### config.mk
export PLATFORM = sky130hd
export DESIGN_NAME = windowed_energy_mc_flat
export DESIGN_NICKNAME = d
export VERILOG_FILES = /design/src/rtl/windowed_energy_mc_pkg.sv /design/src/rtl/windowed_energy_mc_if.sv /design/src/rtl/windowed_energy_mc_delay_line.sv /design/src/rtl/windowed_energy_mc.sv /design/src/flat_wrapper.sv
export SDC_FILE = /design/constraint.sdc
export NUM_CORES = 2
export LEC_CHECK = 0
export BUFFER_PORTS_ARGS = -buffer_cell sky130_fd_sc_hd__buf_2
export CAP_MARGIN = 30
export CORE_MARGIN = 5
export CORE_UTILIZATION = 35
export DETAILED_ROUTE_END_ITERATION = 12
export GPL_ROUTABILITY_DRIVEN = 0
export GPL_TIMING_DRIVEN = 0
export PLACE_DENSITY_LB_ADDON = 0.05
export SLEW_MARGIN = 30
export SYNTH_ARGS = -nofsm -noshare
export SYNTH_HDL_FRONTEND = slang
export SYNTH_SLANG_ARGS = --single-unit
### constraint.sdc
create_clock -name clock -period 9.1 [get_ports clock]
set_input_delay 0 -clock clock [delete_from_list [all_inputs] [get_ports clock]]
set_output_delay 0 -clock clock [all_outputs]
set_load 0.005 [all_outputs]
### src/rtl/windowed_energy_mc_pkg.sv
// energy_pkg: shared constants, clog2 and the result record of the windowed energy detector.
package energy_pkg;
    function automatic int clog2(input int v);
        int r = 0;
        while ((1 << r) < v) r++;
        return r;
    endfunction
    function automatic int acc_w(input int data_w, input int window);
        return 2 * data_w + clog2(window);
    endfunction
    localparam int DEF_DATA_W = 16;
    localparam int DEF_WINDOW = 16;
    localparam int DEF_NUM_CH = 4;
    localparam int DEF_CH_W = (clog2(DEF_NUM_CH) > 1) ? clog2(DEF_NUM_CH) : 1;
    localparam int DEF_ACC_W = acc_w(DEF_DATA_W, DEF_WINDOW);
    typedef struct packed {
        logic [DEF_CH_W-1:0]  ch;
        logic [DEF_ACC_W-1:0] energy;
        logic                 full;
    } energy_res_t;
endpackage

### src/rtl/windowed_energy_mc_if.sv
// windowed_energy_mc_if: sample in / energy out bus; thresh and out_above exist only with ENERGY_THRESH_EN.
interface windowed_energy_mc_if #(parameter int DATA_W = 16, parameter int CH_W = 2, parameter int ACC_W = 36);
    logic                     flush;
    logic                     in_valid;
    logic [CH_W-1:0]          in_ch;
    logic signed [DATA_W-1:0] in_sample;
    logic                     out_valid;
    logic [CH_W-1:0]          out_ch;
    logic [ACC_W-1:0]         out_energy;
    logic                     out_full;
`ifdef ENERGY_THRESH_EN
    logic [ACC_W-1:0]         thresh;
    logic                     out_above;
`endif
    modport master (
`ifdef ENERGY_THRESH_EN
        output thresh, input out_above,
`endif
        output flush, in_valid, in_ch, in_sample,
        input out_valid, out_ch, out_energy, out_full
    );
    modport slave (
`ifdef ENERGY_THRESH_EN
        input thresh, output out_above,
`endif
        input flush, in_valid, in_ch, in_sample,
        output out_valid, out_ch, out_energy, out_full
    );
endinterface

### src/rtl/windowed_energy_mc_delay_line.sv
// sample_delay_line: per-channel circular sample store; old is the sample this write retires,
// old_valid says the window was already full so old really leaves it.
module sample_delay_line
    import energy_pkg::*;
#(
    parameter int DATA_W = 16,
    parameter int WINDOW = 16,
    parameter int NUM_CH = 4,
    parameter int CH_W   = 2
) (
    input  logic                     clock,
    input  logic                     reset,
    input  logic                     flush,
    input  logic                     we,
    input  logic [CH_W-1:0]          ch,
    input  logic signed [DATA_W-1:0] sample,
    output logic signed [DATA_W-1:0] old,
    output logic                     old_valid,
    output logic                     full
);
    localparam int WP_W   = clog2(WINDOW);
    localparam int FILL_W = clog2(WINDOW + 1);
    logic signed [DATA_W-1:0] mem [NUM_CH][WINDOW];
    logic [WP_W-1:0]          wp [NUM_CH];
    logic [FILL_W-1:0]        fill [NUM_CH];
    logic                     at_full;
    assign at_full = fill[ch] == FILL_W'(WINDOW);
    // RAM has no reset; fill counters hide whatever stale data it holds
    always_ff @(posedge clock) begin
        if (we) begin
            old <= mem[ch][wp[ch]];
            mem[ch][wp[ch]] <= sample;
        end
    end
    always_ff @(posedge clock) begin
        if (!reset || flush) begin
            for (int c = 0; c < NUM_CH; c++) begin
                wp[c]   <= '0;
                fill[c] <= '0;
            end
            old_valid <= 1'b0;
            full      <= 1'b0;
        end else if (we) begin
            wp[ch]    <= (wp[ch] == WP_W'(WINDOW - 1)) ? '0 : wp[ch] + 1'b1;
            fill[ch]  <= at_full ? fill[ch] : fill[ch] + 1'b1;
            old_valid <= at_full;
            full      <= fill[ch] >= FILL_W'(WINDOW - 1);
        end
    end
endmodule

### src/rtl/windowed_energy_mc.sv
// windowed_energy_mc: per-channel sliding-window sum of squares, latency 2 from the accepting edge.
// ENERGY_THRESH_EN adds the thresh input and the out_above flag.
module windowed_energy_mc
    import energy_pkg::*;
#(
    parameter int DATA_W = DEF_DATA_W,
    parameter int WINDOW = DEF_WINDOW,
    parameter int NUM_CH = DEF_NUM_CH,
    parameter int CH_W   = (clog2(NUM_CH) > 1) ? clog2(NUM_CH) : 1,
    parameter int ACC_W  = acc_w(DATA_W, WINDOW)
) (
    input logic                 clock,
    input logic                 reset,
    windowed_energy_mc_if.slave bus
);
    localparam int SQ_W = 2 * DATA_W;
    logic                     accept, s0_valid, s0_full, s1_valid, s1_full, old_valid;
    logic [CH_W-1:0]          s0_ch, s1_ch;
    logic signed [DATA_W-1:0] s0_new, old;
    logic signed [SQ_W-1:0]   new_x, old_x;
    logic [SQ_W-1:0]          sq_new, sq_old;
    logic [ACC_W-1:0]         acc [NUM_CH];
    logic [ACC_W-1:0]         acc_nxt;
    assign accept  = bus.in_valid && !bus.flush && 32'(bus.in_ch) < NUM_CH;
    assign new_x   = s0_new;
    assign old_x   = old;
    assign acc_nxt = acc[s1_ch] + ACC_W'(sq_new) - ACC_W'(sq_old);
    sample_delay_line #(.DATA_W(DATA_W), .WINDOW(WINDOW), .NUM_CH(NUM_CH), .CH_W(CH_W)) u_line (
        .clock     (clock),
        .reset     (reset),
        .flush     (bus.flush),
        .we        (accept),
        .ch        (bus.in_ch),
        .sample    (bus.in_sample),
        .old       (old),
        .old_valid (old_valid),
        .full      (s0_full)
    );
    // acc is written only here, so a same-channel follower one cycle later already sees the update
    always_ff @(posedge clock) begin
        if (!reset) begin
            s0_valid       <= 1'b0;
            s1_valid       <= 1'b0;
            bus.out_valid  <= 1'b0;
            bus.out_ch     <= '0;
            bus.out_energy <= '0;
            bus.out_full   <= 1'b0;
`ifdef ENERGY_THRESH_EN
            bus.out_above  <= 1'b0;
`endif
            for (int c = 0; c < NUM_CH; c++) acc[c] <= '0;
        end else if (bus.flush) begin
            s0_valid      <= 1'b0;
            s1_valid      <= 1'b0;
            bus.out_valid <= 1'b0;
            for (int c = 0; c < NUM_CH; c++) acc[c] <= '0;
        end else begin
            s0_valid      <= accept;
            s0_ch         <= bus.in_ch;
            s0_new        <= bus.in_sample;
            s1_valid      <= s0_valid;
            s1_ch         <= s0_ch;
            s1_full       <= s0_full;
            sq_new        <= new_x * new_x;
            sq_old        <= old_valid ? old_x * old_x : '0;
            bus.out_valid <= s1_valid;
            if (s1_valid) begin
                acc[s1_ch]     <= acc_nxt;
                bus.out_ch     <= s1_ch;
                bus.out_energy <= acc_nxt;
                bus.out_full   <= s1_full;
`ifdef ENERGY_THRESH_EN
                bus.out_above  <= s1_full && acc_nxt > bus.thresh;
`endif
            end
        end
    end
endmodule

### src/flat_wrapper.sv
// flat-port wrapper written by rule: the top's interface ports become plain ports
module windowed_energy_mc_flat import energy_pkg::*;
#(
    parameter int DATA_W = DEF_DATA_W,
    parameter int WINDOW = DEF_WINDOW,
    parameter int NUM_CH = DEF_NUM_CH,
    parameter int CH_W   = (clog2(NUM_CH) > 1) ? clog2(NUM_CH) : 1,
    parameter int ACC_W  = acc_w(DATA_W, WINDOW)
)
  (clock, reset, bus_flush, bus_in_valid, bus_in_ch, bus_in_sample, bus_out_valid, bus_out_ch, bus_out_energy, bus_out_full);
  windowed_energy_mc_if #(.DATA_W(DATA_W), .CH_W(CH_W), .ACC_W(ACC_W)) bus_i ();
  input logic clock;
  input logic reset;
  input wire logic [$bits(bus_i.flush)-1:0] bus_flush;
  input wire logic [$bits(bus_i.in_valid)-1:0] bus_in_valid;
  input wire logic [$bits(bus_i.in_ch)-1:0] bus_in_ch;
  input wire logic [$bits(bus_i.in_sample)-1:0] bus_in_sample;
  output wire logic [$bits(bus_i.out_valid)-1:0] bus_out_valid;
  output wire logic [$bits(bus_i.out_ch)-1:0] bus_out_ch;
  output wire logic [$bits(bus_i.out_energy)-1:0] bus_out_energy;
  output wire logic [$bits(bus_i.out_full)-1:0] bus_out_full;
  assign bus_i.flush = bus_flush;
  assign bus_i.in_valid = bus_in_valid;
  assign bus_i.in_ch = bus_in_ch;
  assign bus_i.in_sample = bus_in_sample;
  assign bus_out_valid = bus_i.out_valid;
  assign bus_out_ch = bus_i.out_ch;
  assign bus_out_energy = bus_i.out_energy;
  assign bus_out_full = bus_i.out_full;
  windowed_energy_mc #(.DATA_W(DATA_W), .WINDOW(WINDOW), .NUM_CH(NUM_CH), .CH_W(CH_W), .ACC_W(ACC_W)) u_core (.clock(clock), .reset(reset), .bus(bus_i));
endmodule
# After elaboration in Yosys (flattened, before gate mapping)
# Memory sizes are Yosys's and may differ from the RTL's. A register that Yosys moved wholly into a read port is not among the register bits.
# Cells that the tools add are included.
# totals
n_memories	4
ramBits	1204
out_inout_bits	40
elab_cells	83
ff_bits	145
# op_classes
order_cmp	3
muxes	35
n_reduce_logical	11
n_eq_ne	2
add_sub_neg	4
n_mul	2
bitwise_logic	7
# memory_table
memory	words	word_bits	rd	rd_clocked_by_memory_dff	write_ports	line_no	source
u_core.u_line.mem	4	256	1	0	1	windowed_energy_mc_delay_line.sv:23	logic signed [DATA_W-1:0] mem [NUM_CH][WINDOW];
u_core.acc	4	36	1	1	4	windowed_energy_mc.sv:22	logic [ACC_W-1:0] acc [NUM_CH];
u_core.u_line.fill	4	5	1	0	4	windowed_energy_mc_delay_line.sv:25	logic [FILL_W-1:0] fill [NUM_CH];
u_core.u_line.wp	4	4	1	0	4	windowed_energy_mc_delay_line.sv:24	logic [WP_W-1:0] wp [NUM_CH];
# ops
op	count
two-way mux 256 bit	1
two-way mux 36 bit	5
binary-select mux 16 bit (select 4 bit)	1
demux 16 bit (select 4 bit)	1
multiplier 16 x 16 -> 32 bit	2
two-way mux 16 bit	3
adder 36 x 32 -> 36 bit	1
OR reduction 36 bit	1
subtractor 36 x 32 -> 36 bit	1
two-way mux 1 bit	16
two-way mux 5 bit	2
two-way mux 2 bit	4
two-way mux 4 bit	2
adder 5 x 1 -> 5 bit, second input constant	1
== test 5 bit, second input constant	1
greater-or-equal comparator 5 x 4 -> 1 bit, second input constant	1
greater-or-equal comparator 5 bit, second input constant	1
less-than comparator 5 x 1 -> 1 bit, second input constant	1
inverter 4 -> 5 bit	1
OR reduction 5 bit	1
adder 4 x 1 -> 4 bit, second input constant	1
== test 4 bit, second input constant	1
bitwise OR 1 bit	4
AND reduction 2 bit	2
6 further kinds	9

# Logic depth before layout (Yosys ltp)
# logic_depth
word_depth	7
mapped_depth	25
mapped_depth_nobuf	23

# Cells and area by module
# From an unflattened synthesis, not the netlist that was laid out.
# hier_totals
cells_unflattened	4900
hier_area_um2	72518.3
# modules_own_cells
module	area_per_inst_um2	cells_per_inst	instances
sample_delay_line	41935.2	1913	1
windowed_energy_mc	30583.1	2987	1

# Least setup slack after synthesis
# Ideal clock, no wire load.
# synth_path
kind	reg2reg
start	register u_core.s0_new[15]
end	register u_core.sq_new[31], data pin
setup_ns	0.260
path_slack_ns	2.653
arrival_ns	6.187
path_buffers	2
period_less_slack_ns	6.447
required_time_ns	8.840
stages_incl_launch_ff	22
cell_sequence	edfxtp_1 > clkbuf_1 > inv_1 > buf_1 > nor2_1 > fa_1 > fa_1 > fa_1 > fa_1 > fa_1 > inv_1 > fa_1 > inv_1 > ha_1 > o21ai_0 > nand2b_1 > a311o_1 > a21o_1 > a31oi_1 > o2111ai_1 > a21oi_1 > xnor2_1
# synth_between
elab_chain_len	1
# synth_lines
item	line_no	source
start, declared	windowed_energy_mc.sv:19	logic signed [DATA_W-1:0] s0_new, old;
start signal, assigned	windowed_energy_mc.sv:60	s0_new <= bus.in_sample;
multiplier 16 x 16 -> 32 bit	windowed_energy_mc.sv:64	sq_new <= new_x * new_x;
end signal, assigned	windowed_energy_mc.sv:64	
end, declared	windowed_energy_mc.sv:21	logic [SQ_W-1:0] sq_new, sq_old;
# Every way passes these cells.
# A chain may end at the register's enable or synchronous reset.

# Worst setup path after layout
# Same ends and word-level chain as after synthesis.

==> impl_metrics.csv <==
group,metric,value,unit
floorplan,fp.dieH,466.0,um
yosys,syn_area_per_cell,14.54,um^2
sta,slew_headroom,30.43,%
worst_setup_path,cpMostUsedCell,"fa_1",
min_path,min_path_type,"in2reg",
clocking,cts_resized,0,
worst_setup_path,worstPathRequired,9.64,ns
routing,ant_nets,0,
clocking,cts_buffers,156,
clocking,cts_tree,"built",
clocking,cts-htree-levels,4,
yosys,ys_warn_count,0,
min_path,holdPathStages,2,
sta,finalWorstSetupSlack,1.285,ns
routing,finalWirelength,211500,um
finish,fin_nets,6021,
sta,finalCritPeriodShare,85.88,%
yosys,synth.top_cell.area_share,53.76,%
finish,layout_commonest_cell,"edfxtp_1",
min_path,hold_end,"u_core.u_line.mem[3][16]",
worst_setup_path,rr_worst_depth,21,
global_routing,antenna_found_initial,12,
worst_setup_path,crit_family,"adder cells",
sta,rsz0062_at_grt,"no",
routing,drtPass1Iterations,5,
routing,vias,40330,
clocking,cts_root_buffer,"clkbuf_16",
worst_setup_path,arrival,8.35,ns
yosys,synth.area.top_cells,"edfxtp_1, fa_1, mux4_2",
run,max_cap_viol_count,0,
sta,setup_viol,0,
clocking,hold_buffers,22,
worst_setup_path,cpPeakStageDelay,1.01,ns
worst_setup_path,start_kind,"flop",
power_and_ir_drop,finalPower,33.57,mW
worst_setup_path,crit_slowest_cell,"fa_1",
sta,max_freq,0.1280,GHz
yosys,syn-cell-area,0.07279,mm^2
sta,hold_viol,0,
clocking,cts.sinks,1349,
clocking,clk_pin_slew_worst_paths,0.06,ns
routing,drt_iter0_markers,2793,
finish,area_growth,14.42,%
worst_setup_path,crit_type,"reg2reg",
power_and_ir_drop,ir_drop,0.5942,mV
power_and_ir_drop,p_leak,31.44,nW
floorplan,coreArea,0.2071,mm^2
floorplan,die_x,466.0,um
placed_design,hpwl,154900,um
yosys,synth_flop_cell,"edfxtp_1",
yosys,yosysTopAreaCell,"edfxtp_1",
finish,drive_above_1_share,14.63,%
worst_setup_path,crit_chain,"clkbuf_1 -> inv_1 -> buf_1 -> nor2_1 -> fa_1 -> fa_1 -> fa_1 -> fa_1 -> fa_1 -> inv_1 -> fa_1 -> inv_1 -> ha_1 -> nand2_1 -> o211ai_1 -> a311o_1 -> a21o_1 -> a31oi_1 -> o2111ai_1 -> a21oi_1 -> xnor2_1",
global_routing,grt_use_total,19.64,%
worst_setup_path,cp-end-kind,"flop",
floorplan,num_rows,167,
sta,min_period,7.815,ns
placed_design,dp_slack,1.145,ns
routing,routedWlPerCell,25.77,um
min_path,hold_path.startpoint,"bus_in_sample[0]",
sta,skew,0.05596,ns
sta,setup_tns,0,ns
floorplan,initial_core_util,35.15,%
worst_setup_path,worst_r2r_endpoint,"u_core.sq_new[31]",
power_and_ir_drop,power_density,403.0,mW/mm^2
sta,drv_slew,0,
yosys,ys_seq_area_share,55.02,%
placed_design,port_buffers,60,
worst_setup_path,critical_path.max_fanout,10,
worst_setup_path,rrSetupSlack,1.28,ns
worst_setup_path,r2r_start,"u_core.s0_new[15]",
finish,fin_area,0.08328,mm^2
yosys,syn_nets,5740,
floorplan,dieArea,0.2172,mm^2
floorplan,ios,62,
sta,max_slew.worst_pin.slew,1.044,ns
clocking,post-cts-setup-buffers,0,
sta,fin_worst_hold_slack,0.1453,ns
worst_setup_path,path_buf_inv,5,
placed_design,placed_area,0.07803,mm^2
yosys,synth-seq-cells,1349,
clocking,worstSkewPairLatency,0.80,ns
routing,drc_errors,0,
status,outcome,"complete, no violations",
finish,layout_common_cells,"edfxtp_1, inv_1, fa_1",
global_routing,grt_pass1_wl,310400,um
global_routing,grt.overflow.total,0,
yosys,synth.distinct_cells,82,
global_routing,grt_max_degree,66,
yosys,synth_edf_count,1303,
yosys,synthCells,5005,
routing,vias_per_cell,4.914,
clocking,cts_buffer_depth,3,
yosys,synth-async-reset-ratio,0,%
global_routing,grt_pass1_vias,43340,
finish,num-fill-cells,19330,
==> layout make-up <==
| class | count | area (um^2) | area share (%) |
|---|---|---|---|
| Clock buffer | 194 | 4088 | 4.908 |
| Sequential cell | 1349 | 40050 | 48.09 |
| Multi-Input combinational cell | 2659 | 29370 | 35.27 |
| Buffer | 213 | 957.2 | 1.149 |
| Clock inverter | 93 | 934.6 | 1.122 |
| Timing Repair Buffer | 123 | 1439 | 1.728 |
| Tap cell | 2788 | 3488 | 4.189 |
| Antenna cell | 4 | 10.01 | 0.01202 |
| Inverter | 784 | 2943 | 3.534 |
==> sequential cells by signal, indices dropped and copies added (netlist names), 16 cells and up, named ones only <==
signal,cells
u_core.sq_old,31
u_core.s0_new,16
u_core.u_line.mem,1024
u_core.acc,144
u_core.u_line.fill,20
u_core.u_line.old,16
u_core.bus.out_energy,36
u_core.u_line.wp,16
u_core.sq_new,31
==> worst reg2reg max path, stage by stage (launching register included) <==
cell and delay, ns:
edfxtp_1 0.35, clkbuf_1 0.27, inv_1 0.38, buf_1 0.59, nor2_1 0.11, fa_1 0.63, fa_1 1.01, fa_1 0.56
fa_1 0.52, fa_1 0.49, inv_1 0.05, fa_1 0.47, inv_1 0.07, ha_1 0.34, nand2_1 0.18, o211ai_1 0.13
a311o_1 0.34, a21o_1 0.19, a31oi_1 0.36, o2111ai_1 0.22, a21oi_1 0.21, xnor2_1 0.08
==> layer usage <==
layer	share of wire, %	global-route usage (%)
met4	2.6	4.876
met1	44	26.50
met3	3.5	2.659
met5	0	0
met2	50	33.66
==> synthesized netlist by cell type, drive strengths merged, types with 11 or more instances <==
master	instances
buf	63
fa	497
xnor2	78
a211oi	46
inv	779
nor2	351
nand2b	15
clkbuf	149
nor3b	12
mux2i	120
and2	94
a21oi	95
and3	11
nand3	78
a31oi	30
a31o	15
mux4	301
a21o	48
nand4	15
xor2	36
o21ai	51
ha	216
nor3	24
a311oi	17
o21bai	12
nor2b	33
o21a	13
edfxtp	1303
dfxtp	46
nand2	355
or2	11
o211ai	11
==> per-stage QoR <==
step	utilization [%]	instances
floorplan	-	5005
global placement	36.98	7853
detailed placement	37.68	7894
CTS	40.21	8203
global route	40.22	8204
finish	40.22	8207
==> where the power goes <==
part / internal, mW / total (mW) / switching (mW)
sequential: 7.39 / 7.48 / 0.0836
combinational: 8.05 / 19.9 / 11.9
clock: 3.49 / 6.16 / 2.67
total: 18.9 / 33.6 / 14.6
==> worst max path at each step <==
stage,start,to,slack [ns],cells after the start
after floorplan,u_core.s0_new[15],u_core.sq_new[31],2.65,21
after global placement,reset,u_core.acc[1][11],-1.40,5
after detailed placement,u_core.s0_new[15],u_core.sq_new[31],1.15,21
after CTS,u_core.s0_new[15],u_core.sq_new[31],1.10,21
after global routing,u_core.s0_new[15],u_core.sq_new[31],0.73,21
final,u_core.s0_new[15],u_core.sq_new[31],1.28,21
==> kinds of logic after synthesis <==
group	Yosys count	share of synthesized area, %
xor+xnor	114	1.382
compound gates	394	3.696
flops	1349	55.02
buf+inv	997	5.331
simple gates	1015	6.194
mux	423	10.99
fa+ha+maj	713	17.38
No activity file was read; power rests on OpenSTA's default activity.
